--- src/rtl/axi_bridge_pkg.sv ---
// Shared definitions for the AXI-to-AHB bridge response path.
//   - AXI response code constants
//   - resp_fold / resp_merge: worst-case response accumulation
//   - FSM state encoding for the write-response merge stage
package axi_bridge_pkg;

   localparam int unsigned RESP_W = 2;

   localparam logic [RESP_W-1:0] RESP_OKAY   = 2'b00;
   localparam logic [RESP_W-1:0] RESP_EXOKAY = 2'b01;
   localparam logic [RESP_W-1:0] RESP_SLVERR = 2'b10;
   localparam logic [RESP_W-1:0] RESP_DECERR = 2'b11;

   typedef enum logic [1:0] {
      IDLE    = 2'd0,
      COLLECT = 2'd1,
      RESP    = 2'd2
   } bmerge_state_e;

   // EXOKAY carries no meaning for a merged write response, treat as OKAY.
   function automatic logic [RESP_W-1:0] resp_fold(input logic [RESP_W-1:0] r);
      return (r == RESP_EXOKAY) ? RESP_OKAY : r;
   endfunction

   // Accumulate one beat: the numerically largest folded code wins.
   function automatic logic [RESP_W-1:0] resp_merge(input logic [RESP_W-1:0] acc,
                                                    input logic [RESP_W-1:0] r);
      logic [RESP_W-1:0] f;
      f = resp_fold(r);
      return (f > acc) ? f : acc;
   endfunction

endpackage

--- src/rtl/aw_info_fifo.sv ---
// Burst-info queue: synchronous FIFO, head readable combinationally.
// Ports:
//   clk, rst_n   clock, async active-low reset
//   push, din    write (ignored while full)
//   pop, dout    read head / advance (ignored while empty)
//   full         registered, follows the count one cycle after push/pop
//   empty        decoded from the registered count
module aw_info_fifo #(
   parameter int unsigned WIDTH = 12,
   parameter int unsigned DEPTH = 4
) (
   input  logic             clk,
   input  logic             rst_n,
   input  logic             push,
   input  logic             pop,
   input  logic [WIDTH-1:0] din,
   output logic [WIDTH-1:0] dout,
   output logic             full,
   output logic             empty
);

   localparam int unsigned PTR_W = (DEPTH > 1) ? $clog2(DEPTH) : 1;
   localparam int unsigned CNT_W = $clog2(DEPTH + 1);

   logic [WIDTH-1:0] mem_q [DEPTH];
   logic [PTR_W-1:0] wr_ptr_q, rd_ptr_q;
   logic [CNT_W-1:0] count_q, count_d;
   logic             full_q;
   logic             push_ok, pop_ok;

   assign push_ok = push && !full_q;
   assign pop_ok  = pop && (count_q != CNT_W'(0));

   // Occupancy update; simultaneous push and pop cancel out.
   always_comb begin
      count_d = count_q;
      case ({push_ok, pop_ok})
         2'b10:   count_d = count_q + CNT_W'(1);
         2'b01:   count_d = count_q - CNT_W'(1);
         default: count_d = count_q;
      endcase
   end

   // Pointers, count and full flag.
   always_ff @(posedge clk or negedge rst_n) begin
      if (!rst_n) begin
         wr_ptr_q <= '0;
         rd_ptr_q <= '0;
         count_q  <= '0;
         full_q   <= 1'b0;
      end else begin
         if (push_ok) wr_ptr_q <= wr_ptr_q + PTR_W'(1);
         if (pop_ok)  rd_ptr_q <= rd_ptr_q + PTR_W'(1);
         count_q <= count_d;
         full_q  <= (count_d == CNT_W'(DEPTH));
      end
   end

   // Storage; contents are don't-care until written.
   always_ff @(posedge clk) begin
      if (push_ok) mem_q[wr_ptr_q] <= din;
   end

   assign dout  = mem_q[rd_ptr_q];
   assign full  = full_q;
   assign empty = (count_q == CNT_W'(0));

endmodule

--- src/rtl/axi_bresp_merge.sv ---
// Write-response merge stage: pops one response per write beat from the
// response FIFO, folds each AW burst into a single worst-case BRESP and
// presents it on the AXI B channel with the burst's ID.
// Optional feature macro: BRESP_ERR_CNT_EN (saturating non-OKAY B counter;
// when undefined err_cnt is tied to zero).
// Ports:
//   clk, resetn                    clock, async active-low reset
//   aw_push, aw_id, aw_len         accepted AW burst info
//   aw_full                        burst-info queue full (registered)
//   resp_empty, resp_data          response FIFO status / head data
//   resp_rd_en                     response FIFO pop (combinational, COLLECT only)
//   bvalid, bready, bid, bresp     AXI B channel
//   err_cnt                        count of non-OKAY B handshakes
module axi_bresp_merge
   import axi_bridge_pkg::*;
#(
   parameter int unsigned ID_W     = 4,
   parameter int unsigned LEN_W    = 8,
   parameter int unsigned AQ_DEPTH = 4
) (
   input  logic             clk,
   input  logic             resetn,
   input  logic             aw_push,
   input  logic [ID_W-1:0]  aw_id,
   input  logic [LEN_W-1:0] aw_len,
   output logic             aw_full,
   input  logic             resp_empty,
   input  logic [1:0]       resp_data,
   output logic             resp_rd_en,
   output logic             bvalid,
   input  logic             bready,
   output logic [ID_W-1:0]  bid,
   output logic [1:0]       bresp,
   output logic [15:0]      err_cnt
);

   localparam int unsigned AQ_W  = ID_W + LEN_W;
   localparam int unsigned CNT_W = 16;

   bmerge_state_e     state_q, state_d;
   logic [ID_W-1:0]   cur_id_q, cur_id_d;
   logic [LEN_W-1:0]  cur_len_q, cur_len_d;
   logic [LEN_W-1:0]  beat_cnt_q, beat_cnt_d;
   logic [RESP_W-1:0] acc_q, acc_d;

   logic              aq_pop, aq_empty;
   logic [AQ_W-1:0]   aq_dout;

   aw_info_fifo #(
      .WIDTH (AQ_W),
      .DEPTH (AQ_DEPTH)
   ) u_aw_info_fifo (
      .clk   (clk),
      .rst_n (resetn),
      .push  (aw_push),
      .pop   (aq_pop),
      .din   ({aw_id, aw_len}),
      .dout  (aq_dout),
      .full  (aw_full),
      .empty (aq_empty)
   );

   // Next-state and response-FIFO pop control.
   always_comb begin
      state_d    = state_q;
      cur_id_d   = cur_id_q;
      cur_len_d  = cur_len_q;
      beat_cnt_d = beat_cnt_q;
      acc_d      = acc_q;
      aq_pop     = 1'b0;
      resp_rd_en = 1'b0;
      case (state_q)
         IDLE: begin
            if (!aq_empty) begin
               aq_pop     = 1'b1;
               cur_id_d   = aq_dout[AQ_W-1 -: ID_W];
               cur_len_d  = aq_dout[LEN_W-1:0];
               beat_cnt_d = '0;
               acc_d      = RESP_OKAY;
               state_d    = COLLECT;
            end
         end
         COLLECT: begin
            resp_rd_en = !resp_empty;
            if (!resp_empty) begin
               acc_d = resp_merge(acc_q, resp_data);
               // Counter stops at the last beat so len=all-ones never wraps.
               if (beat_cnt_q == cur_len_q) begin
                  state_d = RESP;
               end else begin
                  beat_cnt_d = beat_cnt_q + LEN_W'(1);
               end
            end
         end
         RESP: begin
            if (bready) state_d = IDLE;
         end
         default: state_d = IDLE;
      endcase
   end

   // State and burst context registers.
   always_ff @(posedge clk or negedge resetn) begin
      if (!resetn) begin
         state_q    <= IDLE;
         cur_id_q   <= '0;
         cur_len_q  <= '0;
         beat_cnt_q <= '0;
         acc_q      <= RESP_OKAY;
      end else begin
         state_q    <= state_d;
         cur_id_q   <= cur_id_d;
         cur_len_q  <= cur_len_d;
         beat_cnt_q <= beat_cnt_d;
         acc_q      <= acc_d;
      end
   end

   // B channel decoded straight from registers, so it drops with resetn.
   assign bvalid = (state_q == RESP);
   assign bid    = cur_id_q;
   assign bresp  = acc_q;

`ifdef BRESP_ERR_CNT_EN
   logic [CNT_W-1:0] err_cnt_q, err_cnt_d;

   // Saturating count of SLVERR/DECERR handshakes.
   always_comb begin
      err_cnt_d = err_cnt_q;
      if (bvalid && bready && acc_q[1] && (err_cnt_q != {CNT_W{1'b1}})) begin
         err_cnt_d = err_cnt_q + CNT_W'(1);
      end
   end

   always_ff @(posedge clk or negedge resetn) begin
      if (!resetn) err_cnt_q <= '0;
      else         err_cnt_q <= err_cnt_d;
   end

   assign err_cnt = err_cnt_q;
`else
   assign err_cnt = '0;
`endif

endmodule
--- config.mk ---
export PLATFORM = sky130hd
export DESIGN_NAME = axi_bresp_merge
export DESIGN_NICKNAME = d
export VERILOG_FILES = /design/src/rtl/axi_bridge_pkg.sv /design/src/rtl/aw_info_fifo.sv /design/src/rtl/axi_bresp_merge.sv
export SDC_FILE = /design/constraint.sdc
export NUM_CORES = 1
export LEC_CHECK = 0
export ABC_AREA = 1
export CAP_MARGIN = 0
export CORE_UTILIZATION = 55
export CTS_CLUSTER_DIAMETER = 120
export DETAILED_ROUTE_END_ITERATION = 8
export DONT_BUFFER_PORTS = 1
export GPL_TIMING_DRIVEN = 0
export PLACE_DENSITY = 0.81
export SETUP_SLACK_MARGIN = 0.5
export SLEW_MARGIN = 30
export SYNTH_ARGS = -nofsm -noshare
export SYNTH_HDL_FRONTEND = slang
export SYNTH_SLANG_ARGS = --single-unit
--- constraint.sdc ---
create_clock -name clk -period 6.34 [get_ports clk]
set_input_delay 1.268 -clock clk [delete_from_list [all_inputs] [get_ports clk]]
set_output_delay 1.268 -clock clk [all_outputs]
set_load 0.02 [all_outputs]
==> results by group, run 1 <==
Status
  • Status: finished with violations
  • Failing checks: DRC

Critical path
  • Crit-path max FO: 3
  • Critical Path RT: 5070 ps
  • Worst path bufs/invs: 0
  • Startpoint types: primary input
  • CP Launch Point: resp_empty
  • Slowest stage cell, crit path: nor2_1
  • Sequence of cells on the critical path: nor2_1
  • Critical path's top delay family: simple AND/OR/NAND/NOR gates
  • R2r startpoint: state_q[0]$_DFFE_PN0P_
  • CP Class: primary input to output pin
  • CP max stage delay: 300 ps
  • Crit path DAT: 1570 ps
  • Worst setup EP type: output pin

Synth
  • Register area share after synthesis: 60.2%
  • Most used DFF post-synth: edfxtp_1
  • Avg Cell Area, Syn: 10.3 sq um
  • Largest family of logic cells by synthesized area: simple AND/OR/NAND/NOR gates
  • Seq cells post-synth: 80
  • Adder-Cell Fraction of Synth Area: 3.23%
  • Yosys top cell area share: 38.7%
  • Synth Area in Compound Gates: 8.10%
  • Gate Count Post-Synth: 363
  • Simple-gate area share of the yosys netlist: 17.1%
  • Number of synthesized flops with an enable pin: 48
  • Synth Cell Area: 3720 sq um
  • Most common cell in the synthesized netlist: nor2_1
  • Distinct cell type count after synthesis: 36
  • Post-synth top area cell: edfxtp_1
  • Share of synthesized flip-flops with an asynchronous set or reset: 40.0%
  • Xor and xnor area share after synthesis: 2.79%
  • Synth area leaders: edfxtp_1, dfrtp_1, nor2_1
  • Yosys warnings: 0
  • Synth top cells by count: nor2_1, nand2_1, edfxtp_1
  • Post-synthesis mux area share: 0%

Floorplanning
  • Die ar.: 7100 sq um
  • Chip width: 84.3 um
  • Io pins: 44
  • FP Rows: 29
  • Core area: 6460 sq um
  • Die Ht: 84.3 um
  • Initial core utilization: 57.6%

Timing
  • Worst clock skew: 11.9 ps
  • Max_slew headroom: 52.2%
  • FMAX: 352 MHz
  • Final Hold Viols: 0
  • Final setup violation count: 0
  • Setup Total Neg Slack: 0 ps
  • Max-slew violations: 0
  • Setup repair after global routing missed its margin: false
  • Tcrit/Tclk final: 44.8%
  • Worst slew pin tran: 717 ps
  • Crit path time final: 2840 ps

Layout
  • Ratio of cells with drive above 1 in the final layout: 14.7%
  • Ant diodes: 0
  • Final nets: 417
  • P&R area growth vs syn: 9.88%

Clock tree
  • TritonCTS clock tree: done
  • Worst-Skew Late Latency: 350 ps
  • Max H-tree Level: 3
  • CTS hold repair buffers: 0
  • Post CTS Setup Buffer Count: 0
  • Sinks on Clock Net: 80
  • Clock Tree Buf Depth: 2
  • Post-CTS resize count: 0
  • Clock Pin Slew Worst Setup and Hold Paths: 80 ps
  • CTS Buf Count: 9
  • Clock root buffer: clkbuf_8

Route
  • Drt pass-1 iters: 6
  • Detailed Route WL: 6640 um
  • ANT nets after route: 0
  • Mean routed wirelength per cell: 14.1 um
  • Via/cell ratio: 5.11
  • Iteration-0 DRC Markers: 145
  • DRC viols: 6
  • Routed via count: 2,406

Power
  • Power Dens Cells: 463 nW/um^2
  • Worst vdd ir: 0.000254 V
  • Leak: 1.73 nW
  • Design Power: 0.00189 W

GRT
  • Largest net degree at the start of global routing: 33
  • Global-route wire length before repair: 10,700 um
  • Initial antenna violation count: 0
  • GRT Residual Overflow: 0
  • Number of global-route vias before repair: 2,377
  • Tot GR Track Use: 20.0%

Hold path
  • Hold Path Origin: beat_cnt_q[7]$_DFFE_PN0P_
  • Worst min-delay path class: flop to flop

Placed design
  • HPWL after detailed placement: 4530 um
  • Gpl congestion: 0.816
  • I/O Buffers: 0

Run
  • Total of max-cap violations: 0
[power by group]
group | internal, W | switching [W] | total, W | leakage (nW)
logic | 0.000246 | 0.000447 | 0.000694 | 0.794
registers | 0.000701 | 0.000116 | 0.000817 | 0.832
clock network | 0.000196 | 0.000186 | 0.000382 | 0.101
[area by class of cell]
class / instances / area, sq um
buffer: 27 / 189
inverter: 33 / 126
multi-input combinational: 238 / 1230
clock buffer: 11 / 141
sequential: 80 / 2240
clock inverter: 5 / 63.8
tap: 77 / 96.3
fill: 526 / 2370
[placed cells by master (no fill, tap or decap), drive strengths merged]
cell type	count
xnor2	6
fa	1
conb	16
nand2	58
o31ai	1
xor2	5
nand4	2
ha	8
nand3	12
nand3b	1
nor3	1
edfxtp	48
clkinv	1
o21ai	34
a21oi	4
nor2	76
o22ai	3
nor3b	1
clkbuf	14
buf	24
clkinvlp	1
inv	35
dfrtp	32
bufinv	1
a31oi	9
[cells by family (layout without fill, tap and decap cells)]
group | Yosys count | in the layout
compound gates | 51 | 51
buf+inv | 60 | 76
other cells | 1 | 16
simple gates | 151 | 151
flops | 80 | 80
xor+xnor | 11 | 11
fa+ha+maj | 9 | 9
[sequential cells by signal (all words and copies together) (netlist names)]
register and cells:
u_aw_info_fifo.wr_ptr_q 2, u_aw_info_fifo.rd_ptr_q 2, state_q 2, cur_len_q 8
bid 4, u_aw_info_fifo.count_q 3, beat_cnt_q 8, u_aw_info_fifo.mem_q 48
bresp 2, u_aw_info_fifo.full 1
[worst paths after layout]
| path | to | slack [ps] | cells past startpoint |
|---|---|---|---|
| worst max register to register | u_aw_info_fifo.full$_DFF_PN0_ | 3880 | 11 |
| worst min register to register | beat_cnt_q[7]$_DFFE_PN0P_ | 530 | 2 |
| max in group asynchronous | cur_len_q[6]$_DFFE_PN0P_ | 5650 | 0 |
| worst min-delay path | beat_cnt_q[7]$_DFFE_PN0P_ | 530 | 2 |
| min in group asynchronous | cur_len_q[0]$_DFFE_PN0P_ | 600 | 0 |
| worst max-delay path | resp_rd_en | 3500 | 1 |
[stage by stage]
stage	utilization (%)	hold slack (ps)	instances	cell area (sq um)	setup slack, ps
after global placement	60.0	512	455	3870	3500
after detailed placement	60.2	518	455	3880	3390
final	63.3	528	471	4090	3500
after CTS	63.3	535	471	4090	3500
after global routing	63.3	576	471	4090	3490
after floorplan	-	484	378	3780	3510
[per-layer routing]
| metal | share of wire [%] | global-route usage, % | wire length, um | up-vias |
|---|---|---|---|---|
| li1 | - | - | - | 1220 |
| met1 | 39 | 21.7 | 2600 | 1105 |
| met2 | 53 | 35.0 | 3550 | 77 |
| met3 | 6.8 | 7.77 | 452 | 4 |
| met4 | 0.54 | 8.31 | 36 | 0 |
| met5 | 0 | 0 | 0 | - |
(Power assumes the default switching activity.)
==> run 2: changes to the inputs <==
- clock period: 6.34 -> 2.7 ns (I/O delays scaled with it)
==> run 2 against run 1 <==
Net effect:
- hold slack got worse by 520 ps
- final cell count rose by 1.5%
- sequential cell count did not move
- sequential power up 130%
- power is 140% higher
- non-clock buffer count grew 7
- the flow still finishes with violations (DRC)
- utilization rose by 1.4 points
- highest routed layer unchanged
- register-to-register slack worse by 3300 ps
- largest power group unchanged
- combinational power grew to 2.6 times the previous value
- first-iteration DRC count up 6.9%
- setup slack got worse by 2900 ps
- design area increased by 2.2%
==> results by group, run 2 (same netlist as run 1, synthesis figures left out) <==
Status
  • Status: finished with violations
  • Failing checks: DRC

Placed design
  • HPWL after detailed placement: 4530 um (unchanged)
  • Gpl congestion: 0.816 (unchanged)
  • I/O Buffers: 0 (unchanged)
  • Pre-CTS setup slack: 262 ps (-3130 ps)

Timing
  • Max_slew headroom: 51.8% (-0.40 points)
  • Final setup violation count: 0 (unchanged)
  • Setup repair after global routing missed its margin: false
  • Tcrit/Tclk final: 77.6%
  • Crit path time final: 2090 ps
  • Worst slew pin tran: 723 ps (+5.95 ps)
  • Worst clock skew: 8.47 ps (-3.41 ps)
  • Setup Total Neg Slack: 0 ps (unchanged)
  • Final Hold Viols: 0 (unchanged)
  • Hold WS: 6.24 ps (-521 ps)
  • Max-slew violations: 0 (unchanged)
  • Post-route setup slack: 606 ps (-2900 ps)
  • FMAX: 478 MHz

Critical path
  • Critical Path RT: 2940 ps (-2130 ps)
  • CP Class: flop to flop
  • Crit path DAT: 2330 ps (+760 ps)
  • Reg2reg setup slack: 610 ps (-3270 ps)
  • Worst-case reg-to-reg path depth: 11 (unchanged)
  • Crit-path max FO: 4 (+1)
  • Worst setup EP type: flop
  • Startpoint types: flop

Layout
  • Largest regs: u_aw_info_fifo.mem_q: 48 flops, beat_cnt_q: 8 flops, cur_len_q: 8 flops
  • Fillers: 513 (-2.5%)
  • Multi-input gate area: 1250 sq um (+1.4%)
  • Largest register FFs: 48 (unchanged)
  • Ratio of cells with drive above 1 in the final layout: 18.2% (+3.5 points)
  • Sequential cell area: 2240 sq um (+0.11%)
  • Final nets: 424 (+1.7%)
  • Ant diodes: 0 (unchanged)
  • Most flops, register: u_aw_info_fifo.mem_q
  • P&R area growth vs syn: 12.3%
  • Most common cell after layout, fill and taps aside: nor2_1
  • Commonest cells after routing, fill and taps aside: nor2_1, nand2_1, edfxtp_1

GRT
  • GRT Residual Overflow: 0 (unchanged)
  • Number of global-route vias before repair: 2,401 (+1.0%)
  • Tot GR Track Use: 20.5% (+0.56 points)
  • Largest net degree at the start of global routing: 33 (unchanged)
  • Global-route wire length before repair: 11,000 um (+2.6%)
  • Initial antenna violation count: 0 (unchanged)

Route
  • Detailed Route WL: 6830 um (+3.0%)
  • Mean routed wirelength per cell: 14.3 um (+1.4%)
  • Routed via count: 2,443 (+1.5%)
  • Iteration-0 DRC Markers: 155 (+6.9%)
  • DRC viols: 6 (unchanged)
  • Via/cell ratio: 5.11 (about the same)
  • Drt pass-1 iters: 6 (unchanged)
  • ANT nets after route: 0 (unchanged)

Power
  • Power Dens Cells: 1110 nW/um^2 (+140%)
  • Worst vdd ir: 0.000590 V (+130%)
  • Clock network power share: 19.5% (-0.7 points)
  • Switching share of power: 39.6% (+0.065 points)
  • Sw power: 0.00183 W (+140%)
  • Logic gate share of total power: 39.1% (+2.4 points)
  • Leak: 1.77 nW (+2.3%)
  • Reg power frac: 41.3% (-1.9 points)
  • Internal power: 0.00279 W (+140%)

Clock tree
  • Clock Tree Buf Depth: 2 (unchanged)
  • Clock root buffer: clkbuf_8
  • Sinks on Clock Net: 80 (unchanged)
  • TritonCTS clock tree: done
  • Max H-tree Level: 3 (unchanged)
  • Worst-Skew Late Latency: 350 ps (about the same)
  • Clock Pin Slew Worst Setup and Hold Paths: 80 ps (about the same)
  • CTS Buf Count: 9 (unchanged)

Floorplanning
  • FP Rows: 29 (unchanged)
  • Io pins: 44 (unchanged)
  • Chip width: 84.3 um (unchanged)
  • Die Ht: 84.3 um (unchanged)
  • Initial core utilization: 57.6% (unchanged)
  • Die ar.: 7100 sq um (unchanged)
  • Core area: 6460 sq um (unchanged)

Hold path
  • Worst min-delay path class: primary input to async pin

Run
  • Total of max-cap violations: 0 (unchanged)
-- run 2: path summary, 6_finish.rpt --
kind,to,from
worst min-delay path,bresp[0]$_DFFE_PN0P_,resetn
max in group asynchronous,u_aw_info_fifo.count_q[0]$_DFF_PN0_,resetn
worst min register to register,beat_cnt_q[7]$_DFFE_PN0P_,beat_cnt_q[7]$_DFFE_PN0P_
worst max register to register,u_aw_info_fifo.full$_DFF_PN0_,state_q[0]$_DFFE_PN0P_
min in group clk,u_aw_info_fifo.mem_q[1][3]$_DFFE_PP_,aw_len[3]
worst max-delay path,u_aw_info_fifo.full$_DFF_PN0_,state_q[0]$_DFFE_PN0P_
-- run 2: layout make-up --
class | count | share of cell area, %
plain buffers | 27 | 4.61
clock buffers | 11 | 3.38
clock inverters | 5 | 1.53
inverters | 33 | 3.02
multi-input cells | 238 | 29.9
flip-flops and latches | 80 | 53.7
well taps | 77 | 2.31
repair buffers | 7 | 1.56
-- run 2: metrics by stage --
stage          util [%]  area, sq um  power [W]  cells
2_1_floorplan         -         3780    0.00317    378
3_3_place_gp       60.0         3870    0.00348    455
3_5_place_dp       60.2         3880    0.00358    455
4_1_cts            64.3         4150    0.00457    476
5_1_grt            64.7         4180    0.00493    478
6_report           64.7         4180    0.00462    478
-- run 2: what timing repair did --
action | 4_1_cts | 5_1_grt
hold buffers | 1 | 0
buffers inserted | 4 | 2
endpoints found under the setup margin | 3 | 1
pin swaps | 1 | 4
cloned | 0 | 0
gates resized for setup | 5 | 5
endpoints found under the hold margin | 32 | 0
-- run 2: layer usage --
metal	part of all wire, %	GRT usage [%]
met4	1.7	7.84
met1	40	22.9
met2	52	36.4
met5	0	0
met3	6.1	7.08
-- run 2: worst max-delay path: stages (launching register included) --
cell and delay [ps]:
dfrtp_2 430, nor2_4 150, o31ai_4 110, inv_4 80
buf_8 100, ha_1 150, inv_2 60, fa_2 360
a21oi_2 140, o21ai_1 80, xor2_1 170, nor3b_2 150
-- run 2: power by group through the flow --
| stage | sequential, W | clock [W] | combinational (W) |
|---|---|---|---|
| 2_1_floorplan | 0.00188 | 0 | 0.00129 |
| 3_3_place_gp | 0.00193 | 0 | 0.00155 |
| 3_5_place_dp | 0.00194 | 0 | 0.00164 |
| 4_1_cts | 0.00191 | 0.000907 | 0.00176 |
| 5_1_grt | 0.00194 | 0.000959 | 0.00203 |
| 6_report | 0.00191 | 0.000903 | 0.00181 |
==> run 3: changes to the inputs <==
- ABC_AREA: 1 -> 0
- PLACE_DENSITY: 0.81 -> 0.84
- clock period: 2.7 -> 1.8 ns (I/O delays scaled with it)
==> run 3 against run 2 <==
Net effect:
- the run ends with setup timing left
- synthesized cell count decreased by 26%
- sequential share of layout area decreased by 8.0 points
- clock skew increased by 13 ps
- clock power increased by 52%
- sequential cell count unchanged
- hold slack improved by 75 ps
- global-route usage increased by 3.7 points
- critical path depth unchanged
- first-iteration DRC count increased by 12%
- largest cell class unchanged
==> results by group, run 3 <==
Layout
  • Final core utilization: 81.0% (+16 points)
  • Largest register FFs: 48 (unchanged)
  • Most flops, register: u_aw_info_fifo.mem_q
  • Largest regs: u_aw_info_fifo.mem_q: 48 flops, beat_cnt_q: 8 flops, cur_len_q: 8 flops
  • Ant diodes: 0 (unchanged)
  • Non-filler instance count after layout: 430 (-10%)
  • Ratio of cells with drive above 1 in the final layout: 49.0% (+31 points)
  • Fillers: 305 (-41%)
  • Commonest cells after routing, fill and taps aside: edfxtp_1, buf_4, nand2_1
  • Most common cell after layout, fill and taps aside: edfxtp_1
  • Final nets: 378 (-11%)
  • P&R area growth vs syn: 38.7%

Floorplanning
  • Io pins: 44 (unchanged)
  • Chip width: 82.4 um (-2.2%)
  • Core area: 6100 sq um (-5.6%)
  • Die ar.: 6800 sq um (-4.3%)
  • Die Ht: 82.4 um (-2.2%)
  • FP Rows: 28 (-3.4%)
  • Initial core utilization: 58.4% (+0.74 points)

Critical path
  • Slowest stage cell, crit path: dfrtp_2
  • Worst path bufs/invs: 4 (+1)
  • CP Class: flop to flop
  • Crit-path max FO: 7 (+3)
  • Worst setup EP type: flop
  • Critical Path RT: 2090 ps (-850 ps)
  • Sequence of cells on the critical path: or3_4 -> buf_8 -> inv_8 -> clkbuf_16 -> ha_4 -> inv_2 -> fa_2 -> xor2_1 -> nor2_1 -> xor2_1 -> and2_1
  • CP max stage delay: 450 ps (+20 ps)
  • R2r startpoint: state_q[0]$_DFFE_PN0P_
  • Startpoint types: flop
  • Critical path's top delay family: simple AND/OR/NAND/NOR gates
  • Reg2reg setup slack: -580 ps (-1190 ps)
  • Crit path DAT: 2670 ps (+340 ps)
  • Most used cell, CP: xor2_1
  • Worst-case reg-to-reg path depth: 11 (unchanged)
  • Worst r2r dst: u_aw_info_fifo.full$_DFF_PN0_

Power
  • Logic gate share of total power: 27.8% (-11 points)
  • Leak: 2.06 nW (+16%)
  • Clock network power share: 25.0% (+5.5 points)
  • Design Power: 0.00548 W (+18%)
  • Switching share of power: 32.7% (-7.0 points)
  • Internal power: 0.00369 W (+32%)
  • Sw power: 0.00179 W (-2.3%)
  • Worst vdd ir: 0.000841 V (+43%)
  • Reg power frac: 47.2% (+5.9 points)
  • Power Dens Cells: 1110 nW/um^2 (+0.33%)

Synth
  • Seq cells post-synth: 80 (unchanged)
  • Register area share after synthesis: 63.0% (+2.8 points)
  • Most used DFF post-synth: edfxtp_1
  • Distinct cell type count after synthesis: 39 (+8.3%)
  • Post-synth top area cell: edfxtp_1
  • Yosys top cell area share: 40.5% (+1.8 points)
  • Synth area leaders: edfxtp_1, dfrtp_1, mux4_2
  • Yosys warnings: 0 (unchanged)
  • Most common cell in the synthesized netlist: nand2_1
  • Synth Cell Area: 3560 sq um (-4.4%)
  • Synth top cells by count: nand2_1, edfxtp_1, dfrtp_1
  • Gate Count Post-Synth: 270 (-26%)
  • Avg Cell Area, Syn: 13.2 sq um (+29%)
  • Number of synthesized flops with an enable pin: 48 (unchanged)
  • Share of synthesized flip-flops with an asynchronous set or reset: 40.0% (unchanged)

Timing
  • Crit path time final: 2380 ps (+287 ps)
  • Max-slew violations: 0 (unchanged)
  • Post-route setup slack: -581 ps (-1190 ps)
  • Final setup violation count: 7 (+7)
  • FMAX: 420 MHz (-12%)
  • Setup repair after global routing missed its margin: true
  • Worst clock skew: 21.6 ps (+13.1 ps)
  • Final Hold Viols: 0 (unchanged)
  • Tcrit/Tclk final: 132% (+55 points)

Route
  • ANT nets after route: 0 (unchanged)
  • Detailed Route WL: 9430 um (+38%)
  • Via/cell ratio: 5.87 (+15%)
  • Drt pass-1 iters: 4 (-2)
  • Iteration-0 DRC Markers: 174 (+12%)
  • Routed via count: 2,523 (+3.3%)
  • DRC viols: 0 (-6)
  • Mean routed wirelength per cell: 21.9 um (+53%)

GRT
  • Global-route wire length before repair: 11,200 um (+2.4%)
  • Initial antenna violation count: 0 (unchanged)
  • GRT Residual Overflow: 0 (unchanged)
  • Number of global-route vias before repair: 2,266 (-5.6%)
  • Tot GR Track Use: 24.3% (+3.7 points)
  • Met3 Track Usage GR: 8.24% (+1.2 points)
  • Top Usage Layer GRT: met2
  • Largest net degree at the start of global routing: 33 (unchanged)
  • M1 GR Usage: 28.5% (+5.6 points)
  • Met2 GRT Util: 38.5% (+2.1 points)

Status
  • Failing checks: setup timing
  • Status: finished with violations

Clock tree
  • Sinks on Clock Net: 80 (unchanged)
  • Max H-tree Level: 3 (unchanged)
  • Clock Pin Slew Worst Setup and Hold Paths: 100 ps (+20 ps)
  • Clock root buffer: clkbuf_8
  • Worst-Skew Late Latency: 370 ps (+20 ps)
  • TritonCTS clock tree: done
  • CTS Buf Count: 9 (unchanged)
  • Clock Tree Buf Depth: 2 (unchanged)

Hold path
  • Worst min-delay path class: primary input to flop
  • Hold path depth: 0
  • Hold Path Origin: aw_id[1]
  • Worst hold endpoint: u_aw_info_fifo.mem_q[1][9]$_DFFE_PP_

Placed design
  • I/O Buffers: 0 (unchanged)
  • HPWL after detailed placement: 4250 um (-6.2%)
  • Cells after DPL: 360 (-21%)
  • Gpl congestion: 0.833 (+2.1%)

Run
  • Total of max-cap violations: 0 (unchanged)
==> run 3: changes by cell type after synthesis, moves of 6 or more <==
cell and delta:
mux4_2 +12, o21ai_0 -19, a31oi_1 -9, nor2_1 -66
inv_1 -15, o21ai_1 -6
==> run 3: cell type report <==
class	count	area, sq um	share of cell area [%]
flip-flops and latches	80	2250	45.7
multi-input cells	169	1530	30.9
repair buffers	50	528	10.7
plain buffers	27	274	5.55
clock buffers	9	124	2.51
well taps	75	93.8	1.90
clock inverters	7	78.8	1.60
inverters	13	56.3	1.14
==> run 3: what timing repair did <==
action,CTS,global route
buffers inserted,18,27
gates resized for setup,40,58
cloned,4,3
setup endpoints to repair,80,80
endpoints found under the hold margin,32,0
pin swaps,13,22
hold buffers,2,0
==> run 3: cell families (layout without fill, tap and decap cells) <==
logic type,Yosys count,in the layout,share of synthesized area [%]
buf+inv,40,106,5.98
other cells,1,16,0.105
simple gates,91,95,12.0
mux,14,14,8.19
fa+ha+maj,9,9,3.38
xor+xnor,14,14,3.45
compound gates,21,21,3.90
flops,80,80,63.0
==> run 3: metal layers <==
layer,wire [um],up-vias,share of wire [%]
met3,604,44,6.4
met4,478,0,5.1
met5,0,-,0
met1,3370,1262,36
li1,-,1090,-
met2,4980,127,53
==> run 3: stage by stage <==
step / hold WS (ps) / setup WS [ps] / TNS, ps / cell area (sq um)
2_1_floorplan: 64.4 / -437 / -948 / 3740
3_3_place_gp: 65.6 / -565 / -1320 / 3840
3_5_place_dp: 65.3 / -620 / -1530 / 3840
4_1_cts: 85.8 / -500 / -1270 / 4400
5_1_grt: 63.7 / -635 / -2190 / 4930
6_report: 81.2 / -581 / -1790 / 4930
==> run 3: worst max path at each step <==
stage	start	to	slack, ps	cells after the start
after floorplan	state_q[1]$_DFFE_PN0P_	u_aw_info_fifo.full$_DFF_PN0_	-440	11
after global placement	state_q[1]$_DFFE_PN0P_	u_aw_info_fifo.full$_DFF_PN0_	-570	11
after detailed placement	state_q[0]$_DFFE_PN0P_	u_aw_info_fifo.full$_DFF_PN0_	-620	12
after CTS	state_q[0]$_DFFE_PN0P_	u_aw_info_fifo.full$_DFF_PN0_	-500	11
after global routing	state_q[0]$_DFFE_PN0P_	u_aw_info_fifo.full$_DFF_PN0_	-640	11
final	state_q[0]$_DFFE_PN0P_	u_aw_info_fifo.full$_DFF_PN0_	-580	11
==> run 3: power by group through the flow <==
stage | registers (W) | clock network [W] | logic, W
3_5_place_dp | 0.00261 | 0 | 0.000906
6_report | 0.00259 | 0.00137 | 0.00152
2_1_floorplan | 0.00254 | 0 | 0.000747
4_1_cts | 0.00256 | 0.00136 | 0.00120
3_3_place_gp | 0.00258 | 0 | 0.000863
5_1_grt | 0.00261 | 0.00146 | 0.00164
